[src/rtl/mul_div_unit_if.sv]
// Bus between the processor PIO exports and the multiply/divide coprocessor.
// The master drives start level and operands; the slave returns results/status.
interface mul_div_unit_if #(
  parameter int WIDTH = 32
);
  logic             botao;
  logic [WIDTH-1:0] a;
  logic [WIDTH-1:0] b;
  logic [WIDTH-1:0] produto;
  logic [WIDTH-1:0] quociente;
  logic [WIDTH-1:0] resto;
  logic             busy;
  logic             done;
  logic             ovf;
  logic             div_zero;

  modport master (
    output botao, a, b,
    input  produto, quociente, resto, busy, done, ovf, div_zero
  );

  modport slave (
    input  botao, a, b,
    output produto, quociente, resto, busy, done, ovf, div_zero
  );
endinterface

[src/rtl/mul_div_unit.sv]
// Sequential unsigned multiply/divide coprocessor.
// One shift-add multiply step and one restoring divide step per clock; the
// results land in output registers in a single WRITE cycle and hold until the
// next operation completes.
module mul_div_unit #(
  parameter int WIDTH = 32
) (
  input  logic           clk_clk,
  input  logic           reset_reset_n,
  mul_div_unit_if.slave  bus
);
  localparam int CNT_W = (WIDTH > 1) ? $clog2(WIDTH) : 1;
  localparam logic [CNT_W-1:0] LAST_CNT = CNT_W'(WIDTH - 1);

  typedef enum logic [1:0] {IDLE, CALC, WRITE} state_t;

  state_t             state_q, state_d;
  logic               botao_q, botao_d;
  logic [WIDTH-1:0]   a_r_q, a_r_d;
  logic [WIDTH-1:0]   b_r_q, b_r_d;
  logic [2*WIDTH-1:0] p_q, p_d;
  logic [WIDTH-1:0]   m_q, m_d;
  // The stored partial remainder is always below B_r, so its extra bit is
  // only materialised in the shifted value used for the compare/subtract.
  logic [WIDTH-1:0]   r_q, r_d;
  logic [WIDTH-1:0]   q_q, q_d;
  logic [CNT_W-1:0]   cnt_q, cnt_d;
  logic [WIDTH-1:0]   produto_q, produto_d;
  logic [WIDTH-1:0]   quociente_q, quociente_d;
  logic [WIDTH-1:0]   resto_q, resto_d;
  logic               ovf_q, ovf_d;
  logic               div_zero_q, div_zero_d;
  logic               done_q, done_d;
  logic               busy_q, busy_d;

  logic               start;
  logic [WIDTH:0]     mul_sum;
  logic [WIDTH:0]     r_shift;
  logic [WIDTH:0]     r_sub;

  // Next-state, datapath step and output-load logic.
  always_comb begin
    state_d     = state_q;
    botao_d     = bus.botao;
    a_r_d       = a_r_q;
    b_r_d       = b_r_q;
    p_d         = p_q;
    m_d         = m_q;
    r_d         = r_q;
    q_d         = q_q;
    cnt_d       = cnt_q;
    produto_d   = produto_q;
    quociente_d = quociente_q;
    resto_d     = resto_q;
    ovf_d       = ovf_q;
    div_zero_d  = div_zero_q;
    done_d      = 1'b0;
    busy_d      = busy_q;

    start   = bus.botao & ~botao_q;
    mul_sum = {1'b0, p_q[2*WIDTH-1:WIDTH]} + (m_q[0] ? {1'b0, a_r_q} : '0);
    r_shift = {r_q, q_q[WIDTH-1]};
    r_sub   = r_shift - {1'b0, b_r_q};

    case (state_q)
      IDLE: begin
        if (start) begin
          a_r_d   = bus.a;
          b_r_d   = bus.b;
          p_d     = '0;
          m_d     = bus.b;
          r_d     = '0;
          q_d     = bus.a;
          cnt_d   = '0;
          busy_d  = 1'b1;
          state_d = CALC;
        end
      end
      CALC: begin
        p_d = {mul_sum, p_q[WIDTH-1:1]};
        m_d = m_q >> 1;
        if (r_shift >= {1'b0, b_r_q}) begin
          r_d = r_sub[WIDTH-1:0];
          q_d = {q_q[WIDTH-2:0], 1'b1};
        end else begin
          r_d = r_shift[WIDTH-1:0];
          q_d = {q_q[WIDTH-2:0], 1'b0};
        end
        cnt_d = cnt_q + CNT_W'(1);
        if (cnt_q == LAST_CNT) begin
          state_d = WRITE;
        end
      end
      WRITE: begin
        produto_d   = p_q[WIDTH-1:0];
        ovf_d       = |p_q[2*WIDTH-1:WIDTH];
        quociente_d = q_q;
        resto_d     = r_q;
        div_zero_d  = (b_r_q == '0);
        done_d      = 1'b1;
        busy_d      = 1'b0;
        state_d     = IDLE;
      end
      default: begin
        state_d = IDLE;
        busy_d  = 1'b0;
      end
    endcase
  end

  // State and datapath registers; reset discards any operation in flight.
  always_ff @(posedge clk_clk or negedge reset_reset_n) begin
    if (!reset_reset_n) begin
      state_q     <= IDLE;
      botao_q     <= 1'b0;
      a_r_q       <= '0;
      b_r_q       <= '0;
      p_q         <= '0;
      m_q         <= '0;
      r_q         <= '0;
      q_q         <= '0;
      cnt_q       <= '0;
      produto_q   <= '0;
      quociente_q <= '0;
      resto_q     <= '0;
      ovf_q       <= 1'b0;
      div_zero_q  <= 1'b0;
      done_q      <= 1'b0;
      busy_q      <= 1'b0;
    end else begin
      state_q     <= state_d;
      botao_q     <= botao_d;
      a_r_q       <= a_r_d;
      b_r_q       <= b_r_d;
      p_q         <= p_d;
      m_q         <= m_d;
      r_q         <= r_d;
      q_q         <= q_d;
      cnt_q       <= cnt_d;
      produto_q   <= produto_d;
      quociente_q <= quociente_d;
      resto_q     <= resto_d;
      ovf_q       <= ovf_d;
      div_zero_q  <= div_zero_d;
      done_q      <= done_d;
      busy_q      <= busy_d;
    end
  end

  assign bus.produto   = produto_q;
  assign bus.quociente = quociente_q;
  assign bus.resto     = resto_q;
  assign bus.ovf       = ovf_q;
  assign bus.div_zero  = div_zero_q;
  assign bus.done      = done_q;
  assign bus.busy      = busy_q;
endmodule

[src/flat_wrapper.sv]
// flat-port wrapper written by rule: the top's interface ports become plain ports
module mul_div_unit_flat 
#(
  parameter int WIDTH = 32
)
  (clk_clk, reset_reset_n, bus_botao, bus_a, bus_b, bus_produto, bus_quociente, bus_resto, bus_busy, bus_done, bus_ovf, bus_div_zero);
  mul_div_unit_if #(.WIDTH(WIDTH)) bus_i ();
  input  logic clk_clk;
  input  logic reset_reset_n;
  input wire logic [$bits(bus_i.botao)-1:0] bus_botao;
  input wire logic [$bits(bus_i.a)-1:0] bus_a;
  input wire logic [$bits(bus_i.b)-1:0] bus_b;
  output wire logic [$bits(bus_i.produto)-1:0] bus_produto;
  output wire logic [$bits(bus_i.quociente)-1:0] bus_quociente;
  output wire logic [$bits(bus_i.resto)-1:0] bus_resto;
  output wire logic [$bits(bus_i.busy)-1:0] bus_busy;
  output wire logic [$bits(bus_i.done)-1:0] bus_done;
  output wire logic [$bits(bus_i.ovf)-1:0] bus_ovf;
  output wire logic [$bits(bus_i.div_zero)-1:0] bus_div_zero;
  assign bus_i.botao = bus_botao;
  assign bus_i.a = bus_a;
  assign bus_i.b = bus_b;
  assign bus_produto = bus_i.produto;
  assign bus_quociente = bus_i.quociente;
  assign bus_resto = bus_i.resto;
  assign bus_busy = bus_i.busy;
  assign bus_done = bus_i.done;
  assign bus_ovf = bus_i.ovf;
  assign bus_div_zero = bus_i.div_zero;
  mul_div_unit #(.WIDTH(WIDTH)) u_core (.clk_clk(clk_clk), .reset_reset_n(reset_reset_n), .bus(bus_i));
endmodule
[config.mk]
export PLATFORM = sky130hd
export DESIGN_NAME = mul_div_unit_flat
export DESIGN_NICKNAME = d
export VERILOG_FILES = /design/src/rtl/mul_div_unit_if.sv /design/src/rtl/mul_div_unit.sv /design/src/flat_wrapper.sv
export SDC_FILE = /design/constraint.sdc
export NUM_CORES = 1
export LEC_CHECK = 0
export CORE_ASPECT_RATIO = 0.75
export CORE_MARGIN = 5
export CORE_UTILIZATION = 60
export DETAILED_ROUTE_END_ITERATION = 6
export PLACE_DENSITY = 0.79
export SETUP_SLACK_MARGIN = 0.5
export SKIP_CTS_REPAIR_TIMING = 1
export SYNTH_ARGS = -nofsm -noshare
export SYNTH_HDL_FRONTEND = slang
export SYNTH_SLANG_ARGS = --single-unit
[constraint.sdc]
create_clock -name clk_clk -period 4.8 [get_ports clk_clk]
set_clock_uncertainty 0.05 [all_clocks]
set_input_delay 0.72 -clock clk_clk [delete_from_list [all_inputs] [get_ports clk_clk]]
set_output_delay 0.72 -clock clk_clk [all_outputs]
set_load 0.02 [all_outputs]
==> impl_metrics.yaml <==
detailed_routing:
  antenna_left: 0
  routed.top_layer: "met5"
  drc: 0
  dr_wl_met2_um: 17910
  drt_iter0_drc: 1154
  routed_wire_length_per_instance_um: 18.02
  met3RoutedLength_um: 3693
  routed_via_density: 5.749
  drt_pass1_iterations: 7
  wl_met1_um: 20690
  routed_wl_um: 43020
  via_count: 13720
pwr:
  vdd_ir_drop_max_mv: 0.5037
  pwr_density_cell_nw_per_um2: 755.9
  p_total_w: 0.01469
  p_leak_nw: 9.378
placed_design:
  port_buffers: 166
  post-dp-hpwl_um: 28350
  post-place-ws_ns: 1.032
  gpl.final_weighted_congestion: 0.9008
  place_inst: 2337
die:
  initial_utilization_pct: 61.21
  die_area_um2: 31140
  rows: 52
  chipWidth_um: 202.1
  die_height_um: 154.1
  boundaryPins: 167
  core_region_um2: 27130
sta:
  timing_worst_slew_pin_value_ns: 1.171
  setup_violations: 0
  timing.fmax_ghz: 0.2611
  worst_hold_slack_ns: 0.1307
  rsz0062_at_grt: "false"
  final.setup.tns_ns: 0
  slew_viol_final: 0
  post-route-min-period_ns: 3.831
  finalCritPeriodShare_pct: 79.80
  finalHoldViolCount: 0
  post_route_setup_slack_ns: 0.9695
  maxSlewHeadroom_pct: 21.93
grt:
  grt_pass1_wl_um: 71400
  grt_pass1_vias: 13510
  grt_antenna_before_repair: 4
  all_layer_gr_usage_pct: 27.47
  grt_max_degree: 124
  overflow: 0
synth:
  yosys_register_bits: 332
  yosys-top-cells-area: "dfrtp_1, nand2_1, ha_1"
  synth-edff-count: 0
  synth-seq-area-share_pct: 50.03
  synth_top_area_cell: "dfrtp_1"
  number_of_nets_in_the_synthesized_netlist: 2040
  synth.yosys.warnings: 0
  yosysMostFrequentCell: "nand2_1"
  yosys.cell_types.count: 67
  post-synth-top-area-fraction_pct: 50.03
  most_used_dff_post_synth: "dfrtp_1"
  syn-mean-instance-area_um2: 8.717
  async_flop_share_pct: 100.0
  synthTopCellsByCount: "nand2_1, dfrtp_1, nand3_1"
  synthCells: 1905
  mapped_area_um2: 16610
clock_network:
  insertion_delay_ns: 0.57
  root_buffer_master: "clkbuf_16"
  cts.sinks: 332
  cts-htree-levels: 1
  tritoncts.num_buffers: 31
  clk_transition_reported_paths_ns: 0.07
  cts_max_path_buffers: 3
  tritoncts: "built"
worst_hold_path:
  min_path_type: "input pin to asynchronous set/reset pin"
critical_path:
  worst-endpoint-required_ns: 5.21
  path_common_cell: "a21oi_1"
  path_cells: "and2_1 > ha_1 > a21oi_1 > a21oi_1 > o21ai_0 > o211ai_1 > a221o_1 > a31oi_1 > o21bai_1 > xor2_1 > a22o_1"
  critPathMaxStageDelay_ns: 0.93
  startpoint_type: "flop"
  timing_worst_setup_path_type: "flop to flop"
  setup.worst_path.end_class: "flop"
  cp_num_buf_inv: 0
  cp_slowest_cell: "dfrtp_1"
  worst_path_dominant_cell_family: "compound AO/OA/AOI/OAI gates"
  worstPathMaxFanout: 33
  critPathArrivalTime_ns: 4.24
  timing.critical_path.depth: 11
  worst_case_reg_to_reg_path_depth: 11
run:
  cap_viol_max_count: 0
finish:
  filler_cell_count: 2055
  layout.nets: 2154
  layout-drive-gt1-share_pct: 3.880
  insertedDiodeCount: 0
  area_growth_pct: 17.01
  layoutNonFillerInstCount: 2387
outcome:
  outcome: "finished, final reports clean"
[sequential cells by signal, summed over array words and instances, names as in the netlist, 2 cells and up]
name	cells
u_core.bus.produto	32
u_core.r_q	32
u_core.b_r_q	32
u_core.state_q	2
u_core.bus.quociente	32
u_core.p_q	64
u_core.a_r_q	32
u_core.m_q	32
u_core.cnt_q	5
u_core.q_q	32
u_core.bus.resto	32
[path summary, 6_finish.rpt]
path / from / end / slack [ns]
max: u_core.m_q[0]$_DFFE_PN0P_ / u_core.p_q[59]$_DFFE_PN0P_ / 0.97
min: reset_reset_n / u_core.bus.quociente[5]$_DFFE_PN0P_ / 0.13
max reg2reg: u_core.m_q[0]$_DFFE_PN0P_ / u_core.p_q[59]$_DFFE_PN0P_ / 0.97
min reg2reg: u_core.bus.ovf$_DFFE_PN0P_ / u_core.bus.ovf$_DFFE_PN0P_ / 0.42
max in group asynchronous: reset_reset_n / u_core.b_r_q[10]$_DFFE_PN0P_ / 3.52
min in group clk_clk: u_core.bus.ovf$_DFFE_PN0P_ / u_core.bus.ovf$_DFFE_PN0P_ / 0.42
[cells in the final DEF, fill, tap and decap left out, types with 9 or more instances in the layout]
cell type / instances
a21o_1: 34
a21oi_1: 62
a31oi_1: 10
and2_1: 32
and3_1: 11
clkbuf_16: 31
clkdlybuf4s50_1: 165
dfrtp_1: 332
ha_1: 66
inv_1: 49
mux2i_1: 33
nand2_1: 700
nand3_1: 124
nand4_1: 16
nor2_1: 31
nor3_1: 9
nor4_1: 20
o21ai_0: 84
o21ai_1: 39
o21bai_1: 9
xnor2_1: 28
xor2_1: 25
[layout make-up]
| cell class | instances | area (um2) | area share (%) |
|---|---|---|---|
| Sequential cell | 332 | 8308 | 42.76 |
| Multi-Input combinational cell | 1427 | 7691 | 39.58 |
| Timing Repair Buffer | 177 | 1812 | 9.324 |
| Clock buffer | 42 | 857.1 | 4.411 |
| Tap cell | 351 | 439.2 | 2.260 |
| Inverter | 50 | 187.7 | 0.9659 |
| Clock inverter | 8 | 136.4 | 0.7019 |
[layer usage]
layer / global-route usage [%] / vias up
met5: 0 / -
met3: 6.549 / 59
met1: 43.13 / 6605
met4: 4.814 / 8
met2: 39.56 / 491
li1: - / 6560
[per-stage QoR]
stage               util, %  cell area [um2]
floorplan                 -            16610
global placement      67.96            18440
detailed placement    67.96            18440
CTS                   71.62            19430
global route          71.62            19430
finish                71.62            19430
[logic make-up (layout without fill, tap and decap cells)]
group                    count (synthesis)  in the layout  synth area share [%]
adder cells (fa/ha/maj)                 68             68                 5.214
flip-flops                             332            332                 50.03
XOR/XNOR                                53             53                 2.795
buffers and inverters                  146            277                 3.873
AND/OR/NAND/NOR                        978            978                 25.05
multiplexers                            33             33                 1.989
AO/OA/AOI/OAI                          295            295                 11.05
[power by group]
group | internal [W] | total, W | switching [W]
Combinational | 0.00307 | 0.00749 | 0.00441
Clock | 0.00140 | 0.00246 | 0.00106
Sequential | 0.00389 | 0.00474 | 0.000847
Note: power is estimated with default switching activity, not from simulation.
